==> src/rtl/mem_bank_controller.sv <==
// Banked memory front end: consumers address one flat space; the upper address bits pick a
// channel, and each channel arbitrates round-robin among its consumers and relays one access at a time.
module mem_bank_controller #(
    parameter int NUM_CONSUMERS = 16,
    parameter int NUM_CHANNELS  = 4,
    parameter int ADDR_BITS     = 8,
    parameter int DATA_BITS     = 8,
    localparam int CH_BITS      = $clog2(NUM_CHANNELS),
    localparam int CADDR        = ADDR_BITS + CH_BITS
) (
    input  logic                               clk,
    input  logic                               reset,
    input  logic [NUM_CONSUMERS-1:0]           consumer_read_valid,
    input  logic [NUM_CONSUMERS*CADDR-1:0]     consumer_read_address,
    output logic [NUM_CONSUMERS-1:0]           consumer_read_ready,
    output logic [NUM_CONSUMERS*DATA_BITS-1:0] consumer_read_data,
    input  logic [NUM_CONSUMERS-1:0]           consumer_write_valid,
    input  logic [NUM_CONSUMERS*CADDR-1:0]     consumer_write_address,
    input  logic [NUM_CONSUMERS*DATA_BITS-1:0] consumer_write_data,
    output logic [NUM_CONSUMERS-1:0]           consumer_write_ready,
    output logic [NUM_CHANNELS-1:0]            mem_read_valid,
    output logic [NUM_CHANNELS*ADDR_BITS-1:0]  mem_read_address,
    input  logic [NUM_CHANNELS-1:0]            mem_read_ready,
    input  logic [NUM_CHANNELS*DATA_BITS-1:0]  mem_read_data,
    output logic [NUM_CHANNELS-1:0]            mem_write_valid,
    output logic [NUM_CHANNELS*ADDR_BITS-1:0]  mem_write_address,
    output logic [NUM_CHANNELS*DATA_BITS-1:0]  mem_write_data,
    input  logic [NUM_CHANNELS-1:0]            mem_write_ready,
    output logic [2*NUM_CHANNELS-1:0]          channel_state
);

    // Handshake: a request stays valid (address/data stable) until its ready is seen;
    // ready then stays high until the requester drops valid, after which the slot is released.
    localparam int CON_BITS = (NUM_CONSUMERS > 1) ? $clog2(NUM_CONSUMERS) : 1;

    typedef enum logic [1:0] {
        IDLE       = 2'd0,
        READ_WAIT  = 2'd1,
        WRITE_WAIT = 2'd2,
        RELAY      = 2'd3
    } state_t;

    state_t                state      [NUM_CHANNELS];
    state_t                state_next [NUM_CHANNELS];
    logic [CON_BITS-1:0]   rr_ptr     [NUM_CHANNELS];
    logic [CON_BITS-1:0]   owner      [NUM_CHANNELS];
    logic [CON_BITS-1:0]   grant_idx  [NUM_CHANNELS];
    logic [NUM_CHANNELS-1:0]  owner_write;
    logic [NUM_CHANNELS-1:0]  grant_valid;
    logic [NUM_CHANNELS-1:0]  grant_write;
    logic [NUM_CHANNELS-1:0]  relay_done;
    logic [NUM_CONSUMERS-1:0] served;
    logic [NUM_CONSUMERS-1:0] taken;
    logic [CH_BITS-1:0]    rd_bank [NUM_CONSUMERS];
    logic [CH_BITS-1:0]    wr_bank [NUM_CONSUMERS];
    int                    scan_idx;
    logic [CON_BITS-1:0]   cand;

    for (genvar c = 0; c < NUM_CONSUMERS; c++) begin : g_bank
        assign rd_bank[c] = consumer_read_address[c*CADDR+ADDR_BITS +: CH_BITS];
        assign wr_bank[c] = consumer_write_address[c*CADDR+ADDR_BITS +: CH_BITS];
    end

    for (genvar k = 0; k < NUM_CHANNELS; k++) begin : g_state
        assign channel_state[2*k +: 2] = state[k];
    end

    // Channels are resolved in index order; 'taken' stops two channels granting one consumer
    // in the same cycle, 'served' stops a consumer being granted while another access is open.
    always_comb begin
        taken       = '0;
        grant_valid = '0;
        grant_write = '0;
        relay_done  = '0;
        scan_idx    = 0;
        cand        = '0;
        for (int k = 0; k < NUM_CHANNELS; k++) begin
            grant_idx[k]  = '0;
            state_next[k] = state[k];
        end
        for (int k = 0; k < NUM_CHANNELS; k++) begin
            for (int i = 0; i < NUM_CONSUMERS; i++) begin
                scan_idx = int'(rr_ptr[k]) + i;
                if (scan_idx >= NUM_CONSUMERS) scan_idx = scan_idx - NUM_CONSUMERS;
                cand = CON_BITS'(scan_idx);
                if (state[k] == IDLE && !grant_valid[k] && !served[cand] && !taken[cand]) begin
                    if (consumer_read_valid[cand] && rd_bank[cand] == CH_BITS'(k)) begin
                        grant_valid[k] = 1'b1;
                        grant_idx[k]   = cand;
                    end else if (consumer_write_valid[cand] && !consumer_read_valid[cand] &&
                                 wr_bank[cand] == CH_BITS'(k)) begin
                        grant_valid[k] = 1'b1;
                        grant_write[k] = 1'b1;
                        grant_idx[k]   = cand;
                    end
                end
            end
            if (grant_valid[k]) taken[grant_idx[k]] = 1'b1;
            relay_done[k] = owner_write[k] ? !consumer_write_valid[owner[k]]
                                           : !consumer_read_valid[owner[k]];
            case (state[k])
                IDLE:       if (grant_valid[k]) state_next[k] = grant_write[k] ? WRITE_WAIT : READ_WAIT;
                READ_WAIT:  if (mem_read_ready[k]) state_next[k] = RELAY;
                WRITE_WAIT: if (mem_write_ready[k]) state_next[k] = RELAY;
                RELAY:      if (relay_done[k]) state_next[k] = IDLE;
                default:    state_next[k] = IDLE;
            endcase
        end
    end

    always_ff @(posedge clk) begin
        for (int k = 0; k < NUM_CHANNELS; k++) begin
            if (reset) state[k] <= IDLE;
            else       state[k] <= state_next[k];
        end
    end

    always_ff @(posedge clk) begin
        if (reset) begin
            for (int k = 0; k < NUM_CHANNELS; k++) begin
                rr_ptr[k] <= '0;
                owner[k]  <= '0;
            end
            owner_write          <= '0;
            served               <= '0;
            consumer_read_ready  <= '0;
            consumer_read_data   <= '0;
            consumer_write_ready <= '0;
            mem_read_valid       <= '0;
            mem_read_address     <= '0;
            mem_write_valid      <= '0;
            mem_write_address    <= '0;
            mem_write_data       <= '0;
        end else begin
            for (int k = 0; k < NUM_CHANNELS; k++) begin
                case (state[k])
                    IDLE: if (grant_valid[k]) begin
                        owner[k]               <= grant_idx[k];
                        owner_write[k]         <= grant_write[k];
                        served[grant_idx[k]]   <= 1'b1;
                        rr_ptr[k] <= (grant_idx[k] == CON_BITS'(NUM_CONSUMERS-1)) ? '0
                                                                                  : grant_idx[k] + 1'b1;
                        if (grant_write[k]) begin
                            mem_write_valid[k] <= 1'b1;
                            mem_write_address[k*ADDR_BITS +: ADDR_BITS] <=
                                consumer_write_address[grant_idx[k]*CADDR +: ADDR_BITS];
                            mem_write_data[k*DATA_BITS +: DATA_BITS] <=
                                consumer_write_data[grant_idx[k]*DATA_BITS +: DATA_BITS];
                        end else begin
                            mem_read_valid[k] <= 1'b1;
                            mem_read_address[k*ADDR_BITS +: ADDR_BITS] <=
                                consumer_read_address[grant_idx[k]*CADDR +: ADDR_BITS];
                        end
                    end
                    READ_WAIT: if (mem_read_ready[k]) begin
                        consumer_read_data[owner[k]*DATA_BITS +: DATA_BITS] <=
                            mem_read_data[k*DATA_BITS +: DATA_BITS];
                        consumer_read_ready[owner[k]] <= 1'b1;
                        mem_read_valid[k]             <= 1'b0;
                    end
                    WRITE_WAIT: if (mem_write_ready[k]) begin
                        consumer_write_ready[owner[k]] <= 1'b1;
                        mem_write_valid[k]             <= 1'b0;
                    end
                    RELAY: if (relay_done[k]) begin
                        if (owner_write[k]) consumer_write_ready[owner[k]] <= 1'b0;
                        else                consumer_read_ready[owner[k]]  <= 1'b0;
                        served[owner[k]] <= 1'b0;
                    end
                    default: ;
                endcase
            end
        end
    end

endmodule
==> config.mk <==
export PLATFORM = sky130hd
export DESIGN_NAME = mem_bank_controller
export DESIGN_NICKNAME = d
export VERILOG_FILES = /design/src/rtl/mem_bank_controller.sv
export SDC_FILE = /design/constraint.sdc
export NUM_CORES = 2
export LEC_CHECK = 0
export CORE_MARGIN = 2
export CORE_UTILIZATION = 40
export DETAILED_ROUTE_END_ITERATION = 16
export PLACE_DENSITY_LB_ADDON = 0.2
export SLEW_MARGIN = 20
export SYNTH_ARGS = -nofsm -noshare
export SYNTH_HDL_FRONTEND = slang
export SYNTH_SLANG_ARGS = --single-unit
==> constraint.sdc <==
create_clock -name clk -period 36.7 [get_ports clk]
set_input_delay 11.01 -clock clk [delete_from_list [all_inputs] [get_ports clk]]
set_output_delay 11.01 -clock clk [all_outputs]
set_load 0.01 [all_outputs]
-- Word level (Yosys, flattened, before mapping)
Memory sizes are Yosys's and may differ from the RTL's.
Index checks and enable logic that the tools add are counted.
- memories kept: 19
- word-level logic and storage cells: 3079
- memory bits (read-only): 256
- register bits after elaboration: 284
- bits of input ports: 522
- bits in latches: 0
- bits in writable memories: 40
- shifts and indexed selects: 20
- bitwise operators: 110
- multiplexer cells: 1714
- multipliers: 4
- $lt $le $gt $ge: 208
- divide/modulo/power cells: 0
- reduce and logical (&&, ||, !) cells: 712
- $add $sub $neg: 132
- equal/unequal tests: 132
- memories (memory ; words ; width ; rd ports ; clocked after Yosys merged registers in ; wr ports ; RTL line ; RTL):
    (no name shown) ; 16 ; 1 ; 1 ; 0 ; 0 ; 86 ; if (state[k] == IDLE && !grant_valid[k] && !served[cand] && !taken[cand]) begin
    (no name shown) ; 16 ; 1 ; 1 ; 0 ; 0 ; 86 ;
    (no name shown) ; 16 ; 1 ; 1 ; 0 ; 0 ; 86 ;
    (no name shown) ; 16 ; 1 ; 1 ; 0 ; 0 ; 86 ;
    (no name shown) ; 16 ; 1 ; 1 ; 0 ; 0 ; 86 ;
    (no name shown) ; 16 ; 1 ; 1 ; 0 ; 0 ; 86 ;
    +13 memories ; - ; - ; - ; - ; - ; - ;
- operators with widths (kind ; number):
    $mux W128 ; 11
    $shiftx A160 B9 Y8 ; 8
    $mux W4 ; 268
    $bmux W2 S4 ; 128
    $bmux W1 S4 ; 248
    $mux W16 ; 44
    $mux W1 ; 699
    $ge A5 B5 Y1 const B ; 124
    $mux W2 ; 280
    $bwmux W128 ; 4
    $shift A8 B34 Y128 const A ; 4
    $shiftx A128 B8 Y8 ; 4
    $shiftx A8 B34 Y128 ; 4
    $logic_and A1 B1 Y1 ; 388
    $pmux W16 S2 ; 12
    $lt A4 B5 Y1 const B ; 72
    $not A4 Y5 ; 64
    $logic_not A1 Y1 ; 260
    $sub A4 B1 Y4 const B ; 64
    $or A16 B16 Y16 ; 14
    $and A16 B16 Y16 ; 12
    $add A4 B4 Y5 const B ; 32
    $eq A2 B2 Y1 const B ; 72
    $neg A7 Y34 ; 4
    other kinds (21) ; 212

-- Longest topological paths before layout
An unclocked memory read counts as a cell.
- depth after elaboration: 351
- depth in mapped cells: 63
- mapped depth without buffers: 45

-- Least setup slack after synthesis
No wires, ideal clock.
- kind: input -> register
- start: in consumer_write_address[18]
- end: reg mem_write_address[24]
- setup slack: 12.859 ns
- library setup time: 0.132 ns
- data arrival time: 23.709 ns
- path buffers: 5
- stages on the path: 48
- cells stage by stage: clkbuf_1 > nor3b_1 > mux4_2 > a32o_1 > o311ai_1 > nand2_1 > a2111o_1 > nor4b_4 > o2bb2ai_2 > a2111oi_0 > or4_4 > o21ai_1 > or3b_1 > a221oi_1 > or4b_1 > nor4b_1 > o21ai_1 > a311oi_2 > [12 not listed] > buf_4 > nor3_1 > a32o_1 > a311oi_4 > o211ai_1 > a221oi_2 > o221ai_2 > a221oi_4 > a2111oi_4 > a221o_1 > nor4_1 > a2111oi_0 > o32ai_2 > clkbuf_1 > mux4_2 > and3_1 > o41ai_1 > a21oi_1
- longest elaborated chain between the ends: 342
- elaborated cells between the ends (all ways): 1161
- classes of those cells: 1 x mul; 6 x order compare; 48 x eq/ne; 1 x shift; 728 x mux; 2 x bitwise; 375 x reduce/logical
- ends and longest elaborated chain (what ; RTL line ; RTL):
    start: declaration ; 18 ; input logic [NUM_CONSUMERS*CADDR-1:0] consumer_write_address,
    $bmux W2 S4 ; 91 ; wr_bank[cand] == CH_BITS'(k)) begin
    $mux W2 (implied by the code) (2 in a row) ; 91 ;
    $logic_not A2 Y1 ; 91 ;
    $logic_and A1 B1 Y1 ; 90 ; end else if (consumer_write_valid[cand] && !consumer_read_valid[cand] &&
    $mux W1 ; 90 ;
    $mux W1 ; 87 ; if (consumer_read_valid[cand] && rd_bank[cand] == CH_BITS'(k)) begin
    $mux W1 ; 86 ;
    $logic_not A1 Y1 ; 86 ;
    [321 not listed] ; - ;
    $logic_not A1 Y1 ; 86 ;
    $logic_and A1 B1 Y1 (3 in a row) ; 86 ;
    $mux W1 ; 86 ;
    $logic_not A1 Y1 ; 86 ;
    $logic_and A1 B1 Y1 (3 in a row) ; 86 ;
    $mux W4 ; 86 ;
    $mul A4 B3 Y7 ; 146 ; consumer_write_address[grant_idx[k]*CADDR +: ADDR_BITS];
    $shiftx A160 B9 Y8 ; 146 ;
    end signal: indexed assignment ; 145 ; mem_write_address[k*ADDR_BITS +: ADDR_BITS] <=
    end: declaration ; 26 ; output logic [NUM_CHANNELS*ADDR_BITS-1:0] mem_write_address,
Parallel ways exist; a longest one is shown, timed or not. The select of a mux whose other input is x is not followed.
A chain may end at the register's enable or synchronous reset.

-- Worst setup path after layout
- start: in consumer_read_valid[0]
- end: reg mem_write_address[28]
- longest elaborated chain between the ends: 342
- elaborated cells between the ends (all ways): 1225
- classes of those cells: 1 x mul; 6 x order compare; 1 x shift; 664 x mux; 2 x bitwise; 551 x reduce/logical
- ends and longest elaborated chain (what ; RTL line ; RTL):
    start: declaration ; 13 ; input logic [NUM_CONSUMERS-1:0] consumer_read_valid,
    $bmux W1 S4 ; 87, 90 ;
    $mux W1 (implied by the code) ; 87, 90 ;
    $logic_not A1 Y1 ; 90 ;
    $logic_and A1 B1 Y1 (2 in a row) ; 90 ;
    $mux W1 ; 90 ;
    $mux W1 ; 87 ;
    $mux W1 ; 86 ;
    $logic_not A1 Y1 ; 86 ;
    [321 not listed] ; - ;
    $logic_not A1 Y1 ; 86 ;
    $logic_and A1 B1 Y1 (3 in a row) ; 86 ;
    $mux W1 ; 86 ;
    $logic_not A1 Y1 ; 86 ;
    $logic_and A1 B1 Y1 (3 in a row) ; 86 ;
    $mux W4 ; 86 ;
    $mul A4 B3 Y7 ; 146 ;
    $shiftx A160 B9 Y8 ; 146 ;
Parallel ways exist; a longest one is shown, timed or not. The select of a mux whose other input is x is not followed.

==> run metrics <==
pre-CTS setup slack approximately 6000 ps; Final min period just over 30000 ps; Synth cell types ~130; Final setup viols 0; clk_skew about 43 ps; All-Layer GR Usage 45.2%; Congestion Overflow GR 0; floorplan die width 385 um; total vias in the final route about 73000; count of flip-flops with a built-in enable after synthesis 32; antenna violations before repair 55; post-synth top area cell mux4_2; vias in the first global route around 66000; Final WS setup roughly 5600 ps; Worst Hold Slack between 400 and 500 ps; Initial Util between 40% and 50%; Critical Path Start consumer_read_valid[0]; Filler cells 14000; RR Startpoint rr_ptr[0][0]; max incr delay on CP between 900 and 1000 ps; syn nets slightly above 8000; WL final 353 mm; Data required, critical path ~37000 ps; Non-Filler Instances a little under 10000; share of cells above drive strength 1 12.5%; Synth Instances 7492; register area share after synthesis between 10% and 20%; Yosys warnings 0; Post-CTS Setup Bufs 0; setup total negative slack 0 ps; slowest cell on the critical path nand3_2; FMAX 0.0321 GHz; CTS Buf Count 38; CTS Buffer Depth 3; die height between 300 and 400 um; MaxCap Viol Count 0; post-DP HPWL 263 mm; first-pass GRT wire length roughly 490 mm; # IOs 794; largest net degree at the start of global routing ~180; Yosys reg bits approximately 320; CP Launch Type input port; hold crit path type reg2reg; Slew Viols, Final 0; post-CTS sizing 0; Final Hold Fails 0; Worst Max-Slew Pin Slew between 1000 and 1500 ps; placed cell count 9625; arrival time at the worst endpoint 31570 ps; asr flop ratio synth 0%; Placement Rows ~140; Slew HR a little over a tenth; Synth Cell Area between 0.05 and 0.06 mm^2; area of the die roughly 0.15 mm^2; Syn Area/Cell roughly 7.7 um^2; top cell type's share of synthesized area 18.5%; Nets 8351; Max FO, Critical Path 63; area of the core about 0.14 mm^2; cell mode on critical path a21oi_1; Vias/cell roughly 7.5; commonest register cell after synthesis dfxtp_1; CTS Hold Bufs 0; CTS tree done; synth top area cells mux4_2 (19%), dfxtp_1 (10%), mux2i_1 (7.2%); TritonCTS Sinks around 320; register-to-register setup slack about 15000 ps; drt wl/cell around 36 um; hold path start mem_write_address[1]; Detailed Route Iter0 Violations ~12000; class of the most critical setup path in2reg; # DRC 0; post-route ant nets 0; RD Place Congestion about 1.1; H-tree depth 2; Area growth, synth to finish 18.3%; number of I/O port buffers roughly 790; RSZ-0062 raised after global routing no; worst skew pair latency 620 ps; final period utilization a little over four fifths; status finished, final reports clean; Clock Root Buffer clkbuf_16; clk slew on worst S/H paths ~70 ps; drt pass-1 iters 11; critical path capture point type flip-flop
## path summary, 6_finish.rpt
check | end | cells after the start
worst max-delay path | mem_write_address[28] | 47
worst min-delay path | mem_write_address[1] | 2
worst max register to register | mem_write_address[28] | 49
worst min register to register | mem_write_address[1] | 2
## cell usage in the layout, fill, tap and decap left out, types with 31 or more instances in the layout
cell	n
nand2_1	848
clkdlybuf4s50_1	791
nor2_1	693
a21oi_1	568
mux4_2	478
mux2i_1	418
a211oi_1	310
dfxtp_1	292
o21ai_0	282
nand3_1	212
buf_4	189
nor3_1	184
a31oi_1	171
and2_1	119
inv_1	109
o22ai_1	109
and3_1	108
o211ai_1	86
nor2b_1	85
a22oi_1	78
nand2b_1	77
a221oi_1	75
xnor2_1	70
ha_1	64
nand4_1	59
a221o_1	51
nor3b_1	50
mux2_2	49
a22o_1	49
a211o_1	46
a311oi_1	46
clkbuf_16	43
a222oi_1	42
diode_2	41
or3_1	37
or2_2	36
o21a_1	33
o31ai_1	32
edfxtp_1	32
nor4_1	31
## per-layer routing
metal  track usage [%]  routed length [um]
met3              14.9               49800
met5                 0                 111
met1              55.7              125000
met4              33.7               32900
met2              65.3              145000
## stage by stage
stage / instance area, um^2 / util, %
after global placement: 67200 / 46.7
final: 68700 / 47.7
after global routing: 68600 / 47.7
after floorplan: 58100 / -
after detailed placement: 67200 / 46.7
after CTS: 68600 / 47.7
## worst max-delay path: cells and delay by family
kind / cells / cell delay (ps)
compound gates: 26 / 9000
simple gates: 13 / 6080
xor+xnor: 1 / 590
mux: 3 / 1560
buf+inv: 4 / 3030
## area by class of cell
type | instances | area [um^2] | share of cell area [%]
antenna | 41 | 103 | 0.149
clock buffer | 50 | 1100 | 1.61
clock inverter | 19 | 260 | 0.379
inverter | 129 | 484 | 0.705
multi-input combinational | 6283 | 48100 | 70.0
sequential | 324 | 6810 | 9.91
tap | 1903 | 2380 | 3.47
timing repair buffer | 986 | 9440 | 13.7
## registers in the layout, indices dropped and copies added, names as in the netlist, 8 cells and up
signal,count
consumer_write_ready,16
mem_write_data,32
consumer_read_ready,16
consumer_read_data,128
mem_write_address,32
rr_ptr,16
owner,16
state,8
mem_read_address,32
served,16
## Yosys cell counts (33+ instances only)
cell / instances
nand4_1: 59
a311oi_1: 47
a31oi_1: 171
and2_1: 119
buf_1: 78
o211ai_1: 86
clkbuf_1: 591
nand2b_1: 78
mux4_2: 478
a211o_1: 46
ha_1: 67
a221o_1: 52
a211oi_1: 311
nor4_1: 34
nand2_1: 850
o21ai_0: 282
o21a_1: 33
a21oi_1: 572
nor2b_1: 87
a222oi_1: 42
a22oi_1: 80
nand3_1: 213
buf_2: 54
mux2_2: 49
nor3b_1: 55
a221oi_1: 78
xnor2_1: 73
or2_2: 36
and3_1: 108
o22ai_1: 110
a22o_1: 49
or3_1: 37
inv_1: 111
nor2_1: 699
mux2i_1: 418
nor3_1: 187
dfxtp_1: 292
## cells by family after synthesis
| group | count (synthesis) | synth area share (%) |
|---|---|---|
| xor gates and xnor gates | 101 | 1.54 |
| AOI/OAI and AO/OA | 2449 | 29.8 |
| and+or+nand+nor | 2716 | 22.5 |
| DFF | 324 | 11.7 |
| muxes | 950 | 26.8 |
| adders and majority gates | 67 | 1.44 |
| buffers and inverters | 885 | 6.12 |
Power is not shown: default switching activity piles up to over one toggle a cycle in this logic, so the estimate is an artifact.
